[src/rtl/stopwatch_command_receiver.sv]
// Stopwatch command receiver: UART (8N1) byte receiver plus a command parser
// that turns 'S', 'P', 'R' and "Tmmss" commands into run/clear/load controls.
module stopwatch_command_receiver #(
  parameter int CLOCK_FREQUENCY_IN_HZ = 100_000_000,
  parameter int BAUD_RATE             = 115200
) (
  input  logic        clk,
  input  logic        rst,
  input  logic        usb_rx,
  output logic        run,
  output logic        clear,
  output logic        load,
  output logic [15:0] load_digits,
  output logic        rx_error
);

  localparam int CLOCKS_PER_BIT = CLOCK_FREQUENCY_IN_HZ / BAUD_RATE;
  localparam int CW             = $clog2(CLOCKS_PER_BIT + 1);
  localparam logic [CW-1:0] HALF_LAST = CW'(CLOCKS_PER_BIT / 2 - 1);
  localparam logic [CW-1:0] BIT_LAST  = CW'(CLOCKS_PER_BIT - 1);

  typedef enum logic [1:0] {
    RX_IDLE,
    RX_START,
    RX_DATA,
    RX_STOP
  } rxState_t;

  typedef enum logic [2:0] {
    PS_CMD,
    PS_DIG_M10,
    PS_DIG_M1,
    PS_DIG_S10,
    PS_DIG_S1
  } psState_t;

  // Synchronizer and a two-deep "pin sampled" marker: the synchronizer's
  // reset ones are not a real line level, so arming waits until a level
  // that actually came from the pin has reached the synchronizer output.
  logic [1:0] sync_q;
  logic [1:0] pinSeen_q;
  logic       rxLine;
  logic       lineTrusted;

  // Receiver state
  rxState_t      rxState_q, rxState_d;
  logic [CW-1:0] cnt_q, cnt_d;
  logic [2:0]    bitIdx_q, bitIdx_d;
  logic [7:0]    shift_q, shift_d;
  logic          armed_q, armed_d;
  logic          byteValid_q, byteValid_d;
  logic          frameErr_q, frameErr_d;

  // Parser state
  psState_t    psState_q, psState_d;
  logic        run_q, run_d;
  logic        clear_q, clear_d;
  logic        load_q, load_d;
  logic        rxError_q, rxError_d;
  logic [15:0] loadDigits_q, loadDigits_d;
  logic [11:0] stage_q, stage_d;
  logic [7:0]  digitLimit;
  logic        digitOk;

  assign rxLine      = sync_q[1];
  assign lineTrusted = pinSeen_q[1];

  // Bring the asynchronous UART line into the clock domain.
  always_ff @(posedge clk) begin
    if (rst) begin
      sync_q    <= 2'b11;
      pinSeen_q <= 2'b00;
    end else begin
      sync_q    <= {sync_q[0], usb_rx};
      pinSeen_q <= {pinSeen_q[0], 1'b1};
    end
  end

  // Receiver registers: frame FSM, bit timing, shift register and strobes.
  always_ff @(posedge clk) begin
    if (rst) begin
      rxState_q   <= RX_IDLE;
      cnt_q       <= '0;
      bitIdx_q    <= '0;
      shift_q     <= '0;
      armed_q     <= 1'b0;
      byteValid_q <= 1'b0;
      frameErr_q  <= 1'b0;
    end else begin
      rxState_q   <= rxState_d;
      cnt_q       <= cnt_d;
      bitIdx_q    <= bitIdx_d;
      shift_q     <= shift_d;
      armed_q     <= armed_d;
      byteValid_q <= byteValid_d;
      frameErr_q  <= frameErr_d;
    end
  end

  // Receiver next state: find a start edge, confirm it mid-bit, sample eight
  // data bits at bit centres, then judge the stop bit.  A low stop bit
  // disarms the receiver so a held-low line cannot start a bogus frame.
  always_comb begin
    rxState_d   = rxState_q;
    cnt_d       = cnt_q;
    bitIdx_d    = bitIdx_q;
    shift_d     = shift_q;
    armed_d     = armed_q | (lineTrusted & rxLine);
    byteValid_d = 1'b0;
    frameErr_d  = 1'b0;
    unique case (rxState_q)
      RX_IDLE: begin
        if (armed_q && !rxLine) begin
          rxState_d = RX_START;
          cnt_d     = '0;
        end
      end
      RX_START: begin
        if (cnt_q == HALF_LAST) begin
          cnt_d = '0;
          if (!rxLine) begin
            rxState_d = RX_DATA;
            bitIdx_d  = '0;
          end else begin
            rxState_d = RX_IDLE;
          end
        end else begin
          cnt_d = cnt_q + CW'(1);
        end
      end
      RX_DATA: begin
        if (cnt_q == BIT_LAST) begin
          cnt_d   = '0;
          shift_d = {rxLine, shift_q[7:1]};
          if (bitIdx_q == 3'd7) begin
            rxState_d = RX_STOP;
          end else begin
            bitIdx_d = bitIdx_q + 3'd1;
          end
        end else begin
          cnt_d = cnt_q + CW'(1);
        end
      end
      RX_STOP: begin
        if (cnt_q == BIT_LAST) begin
          cnt_d     = '0;
          rxState_d = RX_IDLE;
          if (rxLine) begin
            byteValid_d = 1'b1;
          end else begin
            frameErr_d = 1'b1;
            armed_d    = 1'b0;
          end
        end else begin
          cnt_d = cnt_q + CW'(1);
        end
      end
      default: rxState_d = RX_IDLE;
    endcase
  end

  // Tens digits only go up to 5; ASCII digits carry their value in the low nibble.
  assign digitLimit = (psState_q == PS_DIG_M10 || psState_q == PS_DIG_S10) ? 8'h35 : 8'h39;
  assign digitOk    = (shift_q >= 8'h30) && (shift_q <= digitLimit);

  // Parser registers and the registered control outputs.
  always_ff @(posedge clk) begin
    if (rst) begin
      psState_q    <= PS_CMD;
      run_q        <= 1'b0;
      clear_q      <= 1'b0;
      load_q       <= 1'b0;
      rxError_q    <= 1'b0;
      loadDigits_q <= 16'h0000;
      stage_q      <= '0;
    end else begin
      psState_q    <= psState_d;
      run_q        <= run_d;
      clear_q      <= clear_d;
      load_q       <= load_d;
      rxError_q    <= rxError_d;
      loadDigits_q <= loadDigits_d;
      stage_q      <= stage_d;
    end
  end

  // Parser next state: decode commands, collect four time digits in a
  // staging register and only commit them to load_digits on the last one.
  always_comb begin
    psState_d    = psState_q;
    run_d        = run_q;
    clear_d      = 1'b0;
    load_d       = 1'b0;
    rxError_d    = 1'b0;
    loadDigits_d = loadDigits_q;
    stage_d      = stage_q;
    if (frameErr_q) begin
      rxError_d = 1'b1;
      psState_d = PS_CMD;
    end else if (byteValid_q) begin
      if (psState_q == PS_CMD) begin
        unique case (shift_q)
          8'h53: run_d = 1'b1;
          8'h50: run_d = 1'b0;
          8'h52: begin
            run_d   = 1'b0;
            clear_d = 1'b1;
          end
          8'h54: psState_d = PS_DIG_M10;
          default: ;
        endcase
      end else if (!digitOk) begin
        rxError_d = 1'b1;
        psState_d = PS_CMD;
      end else begin
        unique case (psState_q)
          PS_DIG_M10: begin
            stage_d[11:8] = shift_q[3:0];
            psState_d     = PS_DIG_M1;
          end
          PS_DIG_M1: begin
            stage_d[7:4] = shift_q[3:0];
            psState_d    = PS_DIG_S10;
          end
          PS_DIG_S10: begin
            stage_d[3:0] = shift_q[3:0];
            psState_d    = PS_DIG_S1;
          end
          PS_DIG_S1: begin
            loadDigits_d = {stage_q, shift_q[3:0]};
            load_d       = 1'b1;
            psState_d    = PS_CMD;
          end
          default: psState_d = PS_CMD;
        endcase
      end
    end
  end

  assign run         = run_q;
  assign clear       = clear_q;
  assign load        = load_q;
  assign rx_error    = rxError_q;
  assign load_digits = loadDigits_q;

endmodule

[config.mk]
export PLATFORM = sky130hd
export DESIGN_NAME = stopwatch_command_receiver
export DESIGN_NICKNAME = d
export VERILOG_FILES = /design/src/rtl/stopwatch_command_receiver.sv
export SDC_FILE = /design/constraint.sdc
export NUM_CORES = 1
export LEC_CHECK = 0
export BUFFER_PORTS_ARGS = -buffer_cell sky130_fd_sc_hd__buf_4
export CORE_MARGIN = 5
export CORE_UTILIZATION = 45
export DETAILED_ROUTE_END_ITERATION = 8
export HOLD_SLACK_MARGIN = 0.12
export PLACE_DENSITY_LB_ADDON = 0.25
export SKIP_LAST_GASP = 1
export SLEW_MARGIN = 0
export SYNTH_ARGS = -nofsm -noshare
export SYNTH_HDL_FRONTEND = slang
export SYNTH_SLANG_ARGS = --single-unit
[constraint.sdc]
create_clock -name clk -period 2.09 [get_ports clk]
set_input_delay 0.209 -clock clk [delete_from_list [all_inputs] [get_ports clk]]
set_output_delay 0.209 -clock clk [all_outputs]
set_load 0.02 [all_outputs]
==> reports/results.tsv <==
stage	metric	value	unit
run_status	result of the run	complete, no violations	
critical_path	crit path launch type	flip-flop	
critical_path	Max Fanout on Critical Path	5	
die	vertical extent of the die	89.1	um
flow_run	max-capacitance violation count	0	
critical_path	Crit path arrival time	2.22	ns
synthesis	mapped cell area	2820	um^2
routing	number of DRC markers in iteration 0	127	
clock_network	buffer cell driving the clock tree root	sky130_fd_sc_hd__clkbuf_8	
timing	final setup fails	0	
pwr	post-route total power	2.58	mW
synthesis	Unique masters post-synth	48	
critical_path	Critical Path Sink Type	flip-flop	
die	# IOs	23	
pwr	power share of the sequential group	0.507	
pwr	combinational group share of total power	0.115	
routing	total iterations of the first detailed-routing run	4	
synthesis	number of synthesized register bits	65	
timing	number of pins with negative max-slew slack in the final report	0	
synthesis	adder and majority cell fraction of the synthesized area	0.0267	
routing	drt via density	5.34	
synthesis	warning count from the yosys run	0	
critical_path	critical path data required time	2.32	ns
critical_path	Worst R2R End	load_digits[8]	
pwr	VDD IR max	0.383	mV
clock_network	clock-pin slew on the worst setup and hold paths	0.07	ns
synthesis	share of flip-flops with an asynchronous set or reset after synthesis	0	
synthesis	compound-cell area share of the yosys netlist	0.118	
critical_path	minimum setup slack among reg-to-reg paths	0.1	ns
pwr	Power Internal	1.86	mW
finish	area growth from synthesis to final layout	20.5	%
routing	wire length per cell after detailed routing	13.5	um
grt	vias in the first global route	2099	
grt	pin count of the biggest net entering global routing	30	
pwr	Pleak	1.50	nW
clock_network	number of levels in the clock H-tree	3	
synthesis	share of cell area taken by muxes after synthesis	0.0996	
timing	Slew HR	0.730	
timing	final hold violation count	0	
finish	number of diodes	0	
clock_network	CTS tree	built	
synthesis	xor and xnor area share after synthesis	0.00622	
timing	fmax	502	MHz
synthesis	mean area per synthesized cell	9.17	um^2
placement	quantity of I/O buffers inserted on ports	22	
placement	Place WS	0.0774	ns
synthesis	net count after synthesis	316	
timing	measured slew at the worst slew-check pin	0.402	ns
timing	fin worst setup slack	0.0998	ns
routing	DRT Wirelength	5760	um
synthesis	post-synthesis instance total	307	
die	Die Footprint	7940	um^2
min_path	type of the most critical hold path	input pin to flip-flop	
routing	number of nets with antenna violations after detailed routing	0	
routing	DRC Markers	0	
min_path	startpoint of the tightest hold check path	rst	
critical_path	Worst R2R Start	psState_q[0]	
timing	clock period minus final worst setup slack	1.99	ns
die	width of the die	89.1	um
critical_path	path type of the worst setup path	flip-flop to flip-flop	
pwr	switching power total	720	uW
die	effective utilization at floorplan	0.470	
synthesis	main combinational cell family by area after synthesis	simple AND/OR/NAND/NOR gates	
placement	half-perimeter wire length after placement	3860	um
grt	global-route wire length before repair	9640	um
min_path	instance count along the most critical hold path	2	
clock_network	buffer depth of the longest clock path	2	
grt	initial antenna violation count	0	
finish	share of post-route cells with drive strength above 1	0.214	
clock_network	clock latency on the worst-skew pair	0.35	ns
clock_network	Inserted Clock Buffers	9	
grt	total global-route track usage	0.158	
finish	nets	355	
synthesis	number of enable-type register cells in the synthesized netlist	0	
die	placeable core region	5990	um^2
clock_network	clk sinks	65	
placement	Final Wtd Congestion	0.810	
timing	Final Cycle Share	0.952	
pwr	areal power density over the cells	760	nW/um^2
pwr	clock network fraction of design power	0.377	
die	Cell Rows	28	
critical_path	length in cells of the worst reg-to-reg path	10	
synthesis	ys flop type	sky130_fd_sc_hd__dfxtp_1	
synthesis	synthesized-area fraction occupied by and/or/nand/nor cells	0.241	
pwr	sw frac	0.279	
routing	Vias	2275	
grt	total grt overflow	0	
min_path	Hold Path Sink	load_digits[11]	
synthesis	sequential area share after synthesis	0.462	
timing	Setup Skew	0.00824	ns
timing	Setup Total Neg Slack	0	ns
-- logic make-up after synthesis --
logic type,after synthesis
AO/OA/AOI/OAI,52
AND/OR/NAND/NOR,130
XOR/XNOR,2
buffers and inverters,24
multiplexers,28
adder cells (fa/ha/maj),6
flip-flops,65
-- repair_timing --
action / CTS / global route
resized for setup: 0 / 7
endpoints found under the hold margin: 1 / 0
hold buffers: 1 / 0
setup buffers: 0 / 2
setup endpoints to repair: 0 / 32
-- cell usage after synthesis (2+ instances only) --
| cell type | number | area [um^2] |
|---|---|---|
| sky130_fd_sc_hd__dfxtp_1 | 65 | 1300 |
| sky130_fd_sc_hd__nor2_1 | 40 | 150 |
| sky130_fd_sc_hd__mux2i_1 | 28 | 280 |
| sky130_fd_sc_hd__a21oi_1 | 24 | 120 |
| sky130_fd_sc_hd__nand2_1 | 22 | 82.6 |
| sky130_fd_sc_hd__nand3_1 | 18 | 90.1 |
| sky130_fd_sc_hd__clkbuf_1 | 9 | 33.8 |
| sky130_fd_sc_hd__inv_1 | 7 | 26.3 |
| sky130_fd_sc_hd__nand2b_1 | 7 | 43.8 |
| sky130_fd_sc_hd__ha_1 | 6 | 75.1 |
| sky130_fd_sc_hd__nor3_1 | 6 | 30.0 |
| sky130_fd_sc_hd__a31oi_1 | 5 | 31.3 |
| sky130_fd_sc_hd__nand3b_1 | 5 | 37.5 |
| sky130_fd_sc_hd__nand4_1 | 5 | 31.3 |
| sky130_fd_sc_hd__nor2b_1 | 5 | 31.3 |
| sky130_fd_sc_hd__and2_1 | 4 | 25.0 |
| sky130_fd_sc_hd__nor3b_1 | 4 | 30.0 |
| sky130_fd_sc_hd__o21ai_0 | 4 | 20.0 |
| sky130_fd_sc_hd__buf_6 | 3 | 33.8 |
| sky130_fd_sc_hd__o21a_1 | 3 | 22.5 |
| sky130_fd_sc_hd__o31ai_1 | 3 | 22.5 |
| sky130_fd_sc_hd__a22o_1 | 2 | 17.5 |
| sky130_fd_sc_hd__a2bb2oi_1 | 2 | 17.5 |
| sky130_fd_sc_hd__buf_2 | 2 | 10.0 |
| sky130_fd_sc_hd__nor4b_1 | 2 | 17.5 |
| sky130_fd_sc_hd__nor4bb_1 | 2 | 20.0 |
| sky130_fd_sc_hd__or2_2 | 2 | 12.5 |
| sky130_fd_sc_hd__xnor2_1 | 2 | 17.5 |
-- flip-flops by register name, indices dropped and copies added, names as in the netlist, 2 cells and up, named ones only --
register and count:
bitIdx_q 3, cnt_q 10, load_digits 16, pinSeen_q 2, psState_q 3, shift_q 8, stage_q 12, sync_q 2
-- final cells by class --
cell class                      count  area (um^2)
Multi-Input combinational cell    218         1420
Fill cell                         553         2600
Clock inverter                      6         42.5
Sequential cell                    65         1300
Inverter                            7         26.3
Tap cell                           75         93.8
Clock buffer                       10          138
Timing Repair Buffer               45          374
-- worst max-delay path, cell delays in order (launching register included) --
cell and delay (ns):
sky130_fd_sc_hd__dfxtp_1 0.35, sky130_fd_sc_hd__nor2b_2 0.17, sky130_fd_sc_hd__inv_1 0.07, sky130_fd_sc_hd__ha_1 0.28
sky130_fd_sc_hd__o21a_1 0.18, sky130_fd_sc_hd__o22ai_2 0.17, sky130_fd_sc_hd__nand4_1 0.14, sky130_fd_sc_hd__buf_6 0.16
sky130_fd_sc_hd__buf_4 0.15, sky130_fd_sc_hd__mux2i_1 0.14, sky130_fd_sc_hd__nor2_1 0.05
-- cells in the final DEF (no fill, tap or decap), types with 2 or more instances in the layout --
master | synthesis | routed
sky130_fd_sc_hd__a21oi_1 | 24 | 23
sky130_fd_sc_hd__a21oi_2 | 1 | 2
sky130_fd_sc_hd__a22o_1 | 2 | 2
sky130_fd_sc_hd__a2bb2oi_1 | 2 | 2
sky130_fd_sc_hd__a31oi_1 | 5 | 5
sky130_fd_sc_hd__and2_1 | 4 | 4
sky130_fd_sc_hd__buf_4 | 1 | 41
sky130_fd_sc_hd__clkbuf_8 | 0 | 10
sky130_fd_sc_hd__clkinv_2 | 0 | 2
sky130_fd_sc_hd__clkinvlp_4 | 0 | 2
sky130_fd_sc_hd__dfxtp_1 | 65 | 65
sky130_fd_sc_hd__ha_1 | 6 | 5
sky130_fd_sc_hd__inv_1 | 7 | 7
sky130_fd_sc_hd__mux2i_1 | 28 | 27
sky130_fd_sc_hd__nand2_1 | 22 | 22
sky130_fd_sc_hd__nand2b_1 | 7 | 7
sky130_fd_sc_hd__nand3_1 | 18 | 18
sky130_fd_sc_hd__nand3b_1 | 5 | 5
sky130_fd_sc_hd__nand4_1 | 5 | 5
sky130_fd_sc_hd__nor2_1 | 40 | 40
sky130_fd_sc_hd__nor2b_1 | 5 | 4
sky130_fd_sc_hd__nor3_1 | 6 | 6
sky130_fd_sc_hd__nor3b_1 | 4 | 3
sky130_fd_sc_hd__nor4b_1 | 2 | 2
sky130_fd_sc_hd__nor4bb_1 | 2 | 2
sky130_fd_sc_hd__o21a_1 | 3 | 3
sky130_fd_sc_hd__o21ai_0 | 4 | 4
sky130_fd_sc_hd__o31ai_1 | 3 | 3
sky130_fd_sc_hd__or2_2 | 2 | 2
sky130_fd_sc_hd__xnor2_1 | 2 | 2
-- per-layer routing --
metal	vias up	routed length, um	global-route usage	part of all wire
met5	-	0	0	0
met4	0	125	0.0934	0.022
met3	15	182	0.0304	0.032
met2	34	2470	0.224	0.43
met1	1065	2990	0.221	0.52
li1	1161	-	-	-
-- power groups by stage --
| stage | registers [mW] | logic [mW] | clock network, mW |
|---|---|---|---|
| after floorplan | 1.31 | 0.251 | 0 |
| after global placement | 1.33 | 0.290 | 0 |
| after detailed placement | 1.33 | 0.294 | 0 |
| after CTS | 1.31 | 0.298 | 1.00 |
| after global routing | 1.31 | 0.324 | 1.05 |
| final | 1.31 | 0.298 | 0.973 |
-- stage by stage --
step / hold slack, ns / std cells / util / instance area (um^2)
after floorplan: 0.313 / 307 / - / 2820
after global placement: 0.392 / 406 / 0.523 / 3130
after detailed placement: 0.398 / 406 / 0.523 / 3130
after CTS: 0.214 / 423 / 0.554 / 3320
after global routing: 0.234 / 426 / 0.566 / 3390
final: 0.225 / 426 / 0.566 / 3390
-- worst max path at each step --
stage,start,to,slack [ns],cells past startpoint
2_1_floorplan,psState_q[0],load_digits[10],0.02,10
3_3_place_gp,bitIdx_q[0],bitIdx_q[0],0.08,7
3_5_place_dp,bitIdx_q[0],bitIdx_q[2],0.08,7
4_1_cts,bitIdx_q[0],bitIdx_q[2],0.04,7
5_1_grt,psState_q[0],load_digits[7],-0.03,10
6_report,psState_q[0],load_digits[8],0.1,10
No activity file was read; power rests on OpenSTA's default activity.
